===== src/rtl/deal_ctrl_if.sv =====
// Bundle of user controls, card source and score/result signals for the blackjack sequencer.
// master drives start/hit/stand/card_in; slave (the sequencer) drives card_en and status.
interface deal_ctrl_if;
    logic       start;
    logic       hit;
    logic       stand;
    logic [3:0] card_in;
    logic       card_en;
    logic [4:0] player_score;
    logic [4:0] dealer_score;
    logic       player_bust;
    logic       dealer_bust;
    logic [1:0] result;
    logic       busy;
    logic       done;

    modport master (
        output start, hit, stand, card_in,
        input  card_en, player_score, dealer_score, player_bust, dealer_bust, result, busy, done
    );

    modport slave (
        input  start, hit, stand, card_in,
        output card_en, player_score, dealer_score, player_bust, dealer_bust, result, busy, done
    );
endinterface


===== src/rtl/deal_ctrl.sv =====
// Blackjack round sequencer: draws cards via one-cycle card_en, keeps both hands, decides the result.
// Each card costs a DRAW+CAP pair (2 cycles, +2 per zero redraw); no backpressure, inputs are levels.
module deal_ctrl #(
    parameter int DEALER_STAND = 17,
    parameter int BUST_LIMIT   = 21,
    parameter int MAX_CARDS    = 8
) (
    input  logic        clk,
    input  logic        reset,
    deal_ctrl_if.slave  bus
);

    typedef enum logic [2:0] {S_IDLE, S_DRAW, S_CAP, S_PLAYER, S_DEALER, S_DONE} state_t;
    typedef enum logic [1:0] {PH_DEAL, PH_PLAYER, PH_DEALER} phase_t;

    localparam logic [4:0] STAND_L = 5'(DEALER_STAND);
    localparam logic [4:0] BUST_L  = 5'(BUST_LIMIT);
    localparam logic [3:0] MAX_L   = 4'(MAX_CARDS);

    function automatic logic [4:0] sat_add(input logic [4:0] a, input logic [4:0] b);
        logic [5:0] s;
        s = {1'b0, a} + {1'b0, b};
        return (s > 6'd31) ? 5'd31 : s[4:0];
    endfunction

    function automatic logic [4:0] best_of(input logic [4:0] hard, input logic ace);
        return (ace && hard <= 5'd11) ? hard + 5'd10 : hard;
    endfunction

    state_t     state_q, state_d;
    phase_t     phase_q, phase_d;
    logic [1:0] deal_cnt_q, deal_cnt_d;
    logic [4:0] p_hard_q, p_hard_d, d_hard_q, d_hard_d;
    logic       p_ace_q, p_ace_d, d_ace_q, d_ace_d;
    logic [3:0] p_cnt_q, p_cnt_d, d_cnt_q, d_cnt_d;
    logic [1:0] result_q, result_d;

    logic [4:0] card_val, p_new_hard, d_new_hard, p_best, d_best;
    logic       card_ace, to_player, p_bust, d_bust;

    assign card_val   = (bus.card_in > 4'd10) ? 5'd10 : {1'b0, bus.card_in};
    assign card_ace   = (bus.card_in == 4'd1);
    // Deal order alternates P,D,P,D, so even deal slots belong to the player.
    assign to_player  = (phase_q == PH_PLAYER) || (phase_q == PH_DEAL && !deal_cnt_q[0]);
    assign p_new_hard = sat_add(p_hard_q, card_val);
    assign d_new_hard = sat_add(d_hard_q, card_val);
    assign p_best     = best_of(p_hard_q, p_ace_q);
    assign d_best     = best_of(d_hard_q, d_ace_q);
    assign p_bust     = (p_hard_q > BUST_L);
    assign d_bust     = (d_hard_q > BUST_L);

    always_ff @(posedge clk or negedge reset) begin
        if (!reset) begin
            state_q    <= S_IDLE;
            phase_q    <= PH_DEAL;
            deal_cnt_q <= 2'd0;
            p_hard_q   <= 5'd0;
            d_hard_q   <= 5'd0;
            p_ace_q    <= 1'b0;
            d_ace_q    <= 1'b0;
            p_cnt_q    <= 4'd0;
            d_cnt_q    <= 4'd0;
            result_q   <= 2'b00;
        end else begin
            state_q    <= state_d;
            phase_q    <= phase_d;
            deal_cnt_q <= deal_cnt_d;
            p_hard_q   <= p_hard_d;
            d_hard_q   <= d_hard_d;
            p_ace_q    <= p_ace_d;
            d_ace_q    <= d_ace_d;
            p_cnt_q    <= p_cnt_d;
            d_cnt_q    <= d_cnt_d;
            result_q   <= result_d;
        end
    end

    always_comb begin
        state_d    = state_q;
        phase_d    = phase_q;
        deal_cnt_d = deal_cnt_q;
        p_hard_d   = p_hard_q;
        d_hard_d   = d_hard_q;
        p_ace_d    = p_ace_q;
        d_ace_d    = d_ace_q;
        p_cnt_d    = p_cnt_q;
        d_cnt_d    = d_cnt_q;
        result_d   = result_q;
        unique case (state_q)
            S_IDLE, S_DONE: begin
                if (bus.start) begin
                    phase_d    = PH_DEAL;
                    deal_cnt_d = 2'd0;
                    p_hard_d   = 5'd0;
                    d_hard_d   = 5'd0;
                    p_ace_d    = 1'b0;
                    d_ace_d    = 1'b0;
                    p_cnt_d    = 4'd0;
                    d_cnt_d    = 4'd0;
                    result_d   = 2'b00;
                    state_d    = S_DRAW;
                end
            end
            S_DRAW: state_d = S_CAP;
            S_CAP: begin
                if (bus.card_in == 4'd0) begin
                    state_d = S_DRAW;
                end else begin
                    if (to_player) begin
                        p_hard_d = p_new_hard;
                        p_ace_d  = p_ace_q | card_ace;
                        p_cnt_d  = p_cnt_q + 4'd1;
                    end else begin
                        d_hard_d = d_new_hard;
                        d_ace_d  = d_ace_q | card_ace;
                        d_cnt_d  = d_cnt_q + 4'd1;
                    end
                    unique case (phase_q)
                        PH_DEAL: begin
                            if (deal_cnt_q == 2'd3) begin
                                phase_d = PH_PLAYER;
                                state_d = S_PLAYER;
                            end else begin
                                deal_cnt_d = deal_cnt_q + 2'd1;
                                state_d    = S_DRAW;
                            end
                        end
                        PH_PLAYER: begin
                            // A player bust ends the round before the dealer draws.
                            if (p_new_hard > BUST_L) begin
                                result_d = 2'b10;
                                state_d  = S_DONE;
                            end else begin
                                state_d = S_PLAYER;
                            end
                        end
                        default: state_d = S_DEALER;
                    endcase
                end
            end
            S_PLAYER: begin
                if (bus.stand || p_cnt_q == MAX_L || p_best == BUST_L) begin
                    phase_d = PH_DEALER;
                    state_d = S_DEALER;
                end else if (bus.hit) begin
                    state_d = S_DRAW;
                end
            end
            S_DEALER: begin
                if (d_best >= STAND_L || d_cnt_q == MAX_L) begin
                    state_d = S_DONE;
                    if (p_bust)               result_d = 2'b10;
                    else if (d_bust)          result_d = 2'b01;
                    else if (p_best > d_best) result_d = 2'b01;
                    else if (p_best < d_best) result_d = 2'b10;
                    else                      result_d = 2'b11;
                end else begin
                    state_d = S_DRAW;
                end
            end
            default: state_d = S_IDLE;
        endcase
    end

    assign bus.card_en      = (state_q == S_DRAW);
    assign bus.player_score = p_best;
    assign bus.dealer_score = d_best;
    assign bus.player_bust  = p_bust;
    assign bus.dealer_bust  = d_bust;
    assign bus.result       = result_q;
    assign bus.busy         = (state_q != S_IDLE) && (state_q != S_DONE);
    assign bus.done         = (state_q == S_DONE);

endmodule


===== src/flat_wrapper.sv =====
// flat-port wrapper written by rule: the top's interface ports become plain ports
module deal_ctrl_flat 
#(
    parameter int DEALER_STAND = 17,
    parameter int BUST_LIMIT   = 21,
    parameter int MAX_CARDS    = 8
)
  (clk, reset, bus_start, bus_hit, bus_stand, bus_card_in, bus_card_en, bus_player_score, bus_dealer_score, bus_player_bust, bus_dealer_bust, bus_result, bus_busy, bus_done);
  deal_ctrl_if bus_i ();
  input  logic clk;
  input  logic reset;
  input wire logic [$bits(bus_i.start)-1:0] bus_start;
  input wire logic [$bits(bus_i.hit)-1:0] bus_hit;
  input wire logic [$bits(bus_i.stand)-1:0] bus_stand;
  input wire logic [$bits(bus_i.card_in)-1:0] bus_card_in;
  output wire logic [$bits(bus_i.card_en)-1:0] bus_card_en;
  output wire logic [$bits(bus_i.player_score)-1:0] bus_player_score;
  output wire logic [$bits(bus_i.dealer_score)-1:0] bus_dealer_score;
  output wire logic [$bits(bus_i.player_bust)-1:0] bus_player_bust;
  output wire logic [$bits(bus_i.dealer_bust)-1:0] bus_dealer_bust;
  output wire logic [$bits(bus_i.result)-1:0] bus_result;
  output wire logic [$bits(bus_i.busy)-1:0] bus_busy;
  output wire logic [$bits(bus_i.done)-1:0] bus_done;
  assign bus_i.start = bus_start;
  assign bus_i.hit = bus_hit;
  assign bus_i.stand = bus_stand;
  assign bus_i.card_in = bus_card_in;
  assign bus_card_en = bus_i.card_en;
  assign bus_player_score = bus_i.player_score;
  assign bus_dealer_score = bus_i.dealer_score;
  assign bus_player_bust = bus_i.player_bust;
  assign bus_dealer_bust = bus_i.dealer_bust;
  assign bus_result = bus_i.result;
  assign bus_busy = bus_i.busy;
  assign bus_done = bus_i.done;
  deal_ctrl #(.DEALER_STAND(DEALER_STAND), .BUST_LIMIT(BUST_LIMIT), .MAX_CARDS(MAX_CARDS)) u_core (.clk(clk), .reset(reset), .bus(bus_i));
endmodule

===== config.mk =====
export PLATFORM = sky130hd
export DESIGN_NAME = deal_ctrl_flat
export DESIGN_NICKNAME = d
export VERILOG_FILES = /design/src/rtl/deal_ctrl_if.sv /design/src/rtl/deal_ctrl.sv /design/src/flat_wrapper.sv
export SDC_FILE = /design/constraint.sdc
export NUM_CORES = 1
export LEC_CHECK = 0
export BUFFER_PORTS_ARGS = -buffer_cell sky130_fd_sc_hd__buf_2
export CORE_ASPECT_RATIO = 1.5
export CORE_MARGIN = 1
export CORE_UTILIZATION = 30
export DETAILED_ROUTE_END_ITERATION = 12
export PLACE_DENSITY_LB_ADDON = 0.05
export SKIP_CTS_REPAIR_TIMING = 1
export SLEW_MARGIN = 10
export SYNTH_ARGS = -nofsm -noshare
export SYNTH_HDL_FRONTEND = slang
export SYNTH_SLANG_ARGS = --single-unit

===== constraint.sdc =====
create_clock -name clk -period 2.95 [get_ports clk]
set_input_delay 0 -clock clk [delete_from_list [all_inputs] [get_ports clk]]
set_output_delay 0 -clock clk [all_outputs]
set_load 0.03 [all_outputs]

==> flow_metrics.env <==
export IMPL_place_gp_congestion=0.816
export IMPL_syn2layout_area_growth_pct=17.3
export IMPL_rsz0062_at_grt="false"
export IMPL_final_area_mm2=0.00302
export IMPL_drt_iter0_drc=97
export IMPL_fin_ws_ns=0.236
export IMPL_async_reset_ff_frac=1.00
export IMPL_clkSlewWorstSetupHoldPaths_ns=0.06
export IMPL_power_density_mw_per_mm2=1040
export IMPL_layout_common_cells="29 x inv_1, 29 x dfrtp_1, 25 x buf_2, 23 x ha_1, 22 x nand2_1"
export IMPL_critical_path_cell_chain="buf_4, inv_1, ha_1, nand3b_1, a21oi_1, or2_2, inv_1, ha_1, nand3_1, a21boi_0, o221ai_1, a31o_2, mux2i_1, a31oi_1"
export IMPL_grt_max_degree=30
export IMPL_critPathMaxStageDelay_ns=0.38
export IMPL_hold_path_startpoint="bus_card_in[0]"
export IMPL_crit_required_ns=3.12
export IMPL_synth_cell_area_mm2=0.00257
export IMPL_r2r_start="u_core.d_hard_q[2]"
export IMPL_grt_pass1_wl_um=11900
export IMPL_io_pins=26
export IMPL_start_util=0.308
export IMPL_drt_first_pass_iters=4
export IMPL_io_buffers=25
export IMPL_die_area_mm2=0.00897
export IMPL_grt_overflow_total=0
export IMPL_drv_cap=0
export IMPL_pre_cts_slack_ns=0.216
export IMPL_relSlewSlack=0.514
export IMPL_viasPerCell=5.29
export IMPL_route_detailed_drc=0
export IMPL_fin_crit_ns=2.71
export IMPL_dp_hpwl_um=5520
export IMPL_antenna_found_initial=0
export IMPL_synth_main_ff_cell="dfrtp_1"
export IMPL_skew_ns=0.0105
export IMPL_holdWs_ns=0.0717
export IMPL_min_to="u_core.d_ace_q"
export IMPL_ys_warn_count=0
export IMPL_status="finished, final reports clean"
export IMPL_peakVddDrop_uv=456
export IMPL_multi_input_area_mm2=0.00166
export IMPL_ys_ff_latch=29
export IMPL_synth_edff_count=0
export IMPL_r2r_end="u_core.bus.result[1]"
export IMPL_syn_avg_cell_area_um2=8.53
export IMPL_worst_r2r_path_depth=14
export IMPL_fill_cells=874
export IMPL_p_leak_uw=0.00144
export IMPL_final_setup_viol_count=0
export IMPL_synth_distinct_cells=66
export IMPL_die_width_um=77.6
export IMPL_drt_wl_total_um=7250
export IMPL_placementRows=41
export IMPL_vias=2337
export IMPL_hold_depth=3
export IMPL_drv_slew=0
export IMPL_placed_area_mm2=0.00285
export IMPL_clk_latency_ns=0.29
export IMPL_crit_slowest_cell="dfrtp_1"
export IMPL_end_kind="register"
export IMPL_cts_tree="yes"
export IMPL_cts_buffers=5
export IMPL_post_drt_wl_per_cell_um=16.4
export IMPL_finalCritPeriodShare=0.920
export IMPL_seqCellArea_um2=726
export IMPL_tns_ns=0
export IMPL_clock_sinks=29
export IMPL_h_tree_depth=2
export IMPL_finalPower_uw=3150
export IMPL_synthesis_nets=336
export IMPL_die_y_um=115
export IMPL_clock_root_buffer="clkbuf_16"
export IMPL_layout_nets=368
export IMPL_worst_hold_path_type="in2reg"
export IMPL_hold_viol_final=0
export IMPL_start_kind="register"
export IMPL_cp_startpoint="u_core.d_hard_q[2]"
export IMPL_grt_pass1_vias=2337
export IMPL_crit_fanout=11
export IMPL_yosysSeqAreaShare=0.282
export IMPL_r2r_slack_ns=0.24
export IMPL_grt_total_usage=0.175
export IMPL_ant_nets=0
export IMPL_worstMarginPinSlew_ns=0.723
export IMPL_worstPathArrival_ns=2.88
export IMPL_clockBufferDepth=2
export IMPL_netlist_instances=302
export IMPL_core_region_area_mm2=0.00836
export IMPL_fmax_mhz=368
export IMPL_worstSetupPathType="reg2reg"
export IMPL_diodes=0
export IMPL_layout_drive_gt1_share=0.167
state kept, by name, indices dropped and copies added (netlist names):
signal	count
u_core.bus.result	2
u_core.d_ace_q	1
u_core.d_cnt_q	4
u_core.d_hard_q	5
u_core.deal_cnt_q	2
u_core.p_ace_q	1
u_core.p_cnt_q	4
u_core.p_hard_q	5
u_core.phase_q	2
u_core.state_q	3
logic make-up after synthesis:
logic type | share of synthesized area
AOI/OAI and AO/OA | 0.244
xor gates and xnor gates | 0.0272
adders and majority gates | 0.143
buffers and inverters | 0.0724
DFF | 0.282
muxes | 0.0199
and+or+nand+nor | 0.211
final cells by class:
cell class              count  area share
multi-input cells         230       0.550
clock inverters             1     0.00166
flip-flops and latches     29       0.240
inverters                  29      0.0360
clock buffers               7      0.0505
repair buffers             39      0.0770
well taps                 107      0.0443
worst max-delay path by stage:
stage,cells past startpoint,end
floorplan,13,u_core.bus.result[1]
global placement,14,u_core.bus.result[1]
detailed placement,14,u_core.bus.result[1]
CTS,14,u_core.bus.result[1]
global route,14,u_core.bus.result[1]
finish,14,u_core.bus.result[1]
Yosys cell counts (all sizes together) (3+ instances only):
cell type,count,share of area
buf,11,0.026
a31oi,7,0.017
o31ai,3,0.0087
a21oi,16,0.031
dfrtp,29,0.28
a211oi,6,0.019
nand3b,3,0.0087
a22oi,5,0.015
ha,23,0.11
and2,6,0.015
o21ai,25,0.049
nand3,12,0.023
mux2i,4,0.016
xor2,3,0.010
maj3,4,0.016
a211o,3,0.010
or2,3,0.0073
nor2b,6,0.016
clkbuf,3,0.0044
xnor2,5,0.017
nor3,5,0.012
inv,29,0.042
nand2b,6,0.015
a21o,7,0.020
nand2,22,0.032
nor2,13,0.019
worst max-delay path: cells and delay by family (launching register included):
family | cells | cell delay [ns]
buf+inv | 3 | 0.30
mux | 1 | 0.13
compound gates | 5 | 0.91
flops | 1 | 0.38
fa+ha+maj | 2 | 0.51
simple gates | 3 | 0.36
per-stage QoR:
step	std cells	utilization
2_1_floorplan	302	-
3_3_place_gp	433	0.341
3_5_place_dp	433	0.341
4_1_cts	441	0.360
5_1_grt	442	0.361
6_report	442	0.361
routing by layer:
| layer | part of all wire | global-route usage | vias up |
|---|---|---|---|
| met3 | 0.028 | 0.0220 | 10 |
| met5 | 0 | 0 | - |
| met1 | 0.44 | 0.208 | 1120 |
| met4 | 0.019 | 0.0730 | 0 |
| met2 | 0.51 | 0.316 | 49 |
| li1 | - | - | 1158 |
where the power goes:
part           total [uW]  switching, uW  internal [uW]  leakage (uW)
logic                1880           1150            731      0.000965
registers             731            216            515      0.000392
clock network         547            190            357     0.0000799
total                3150           1550           1600       0.00144
Power figures use the tool's default switching activity.
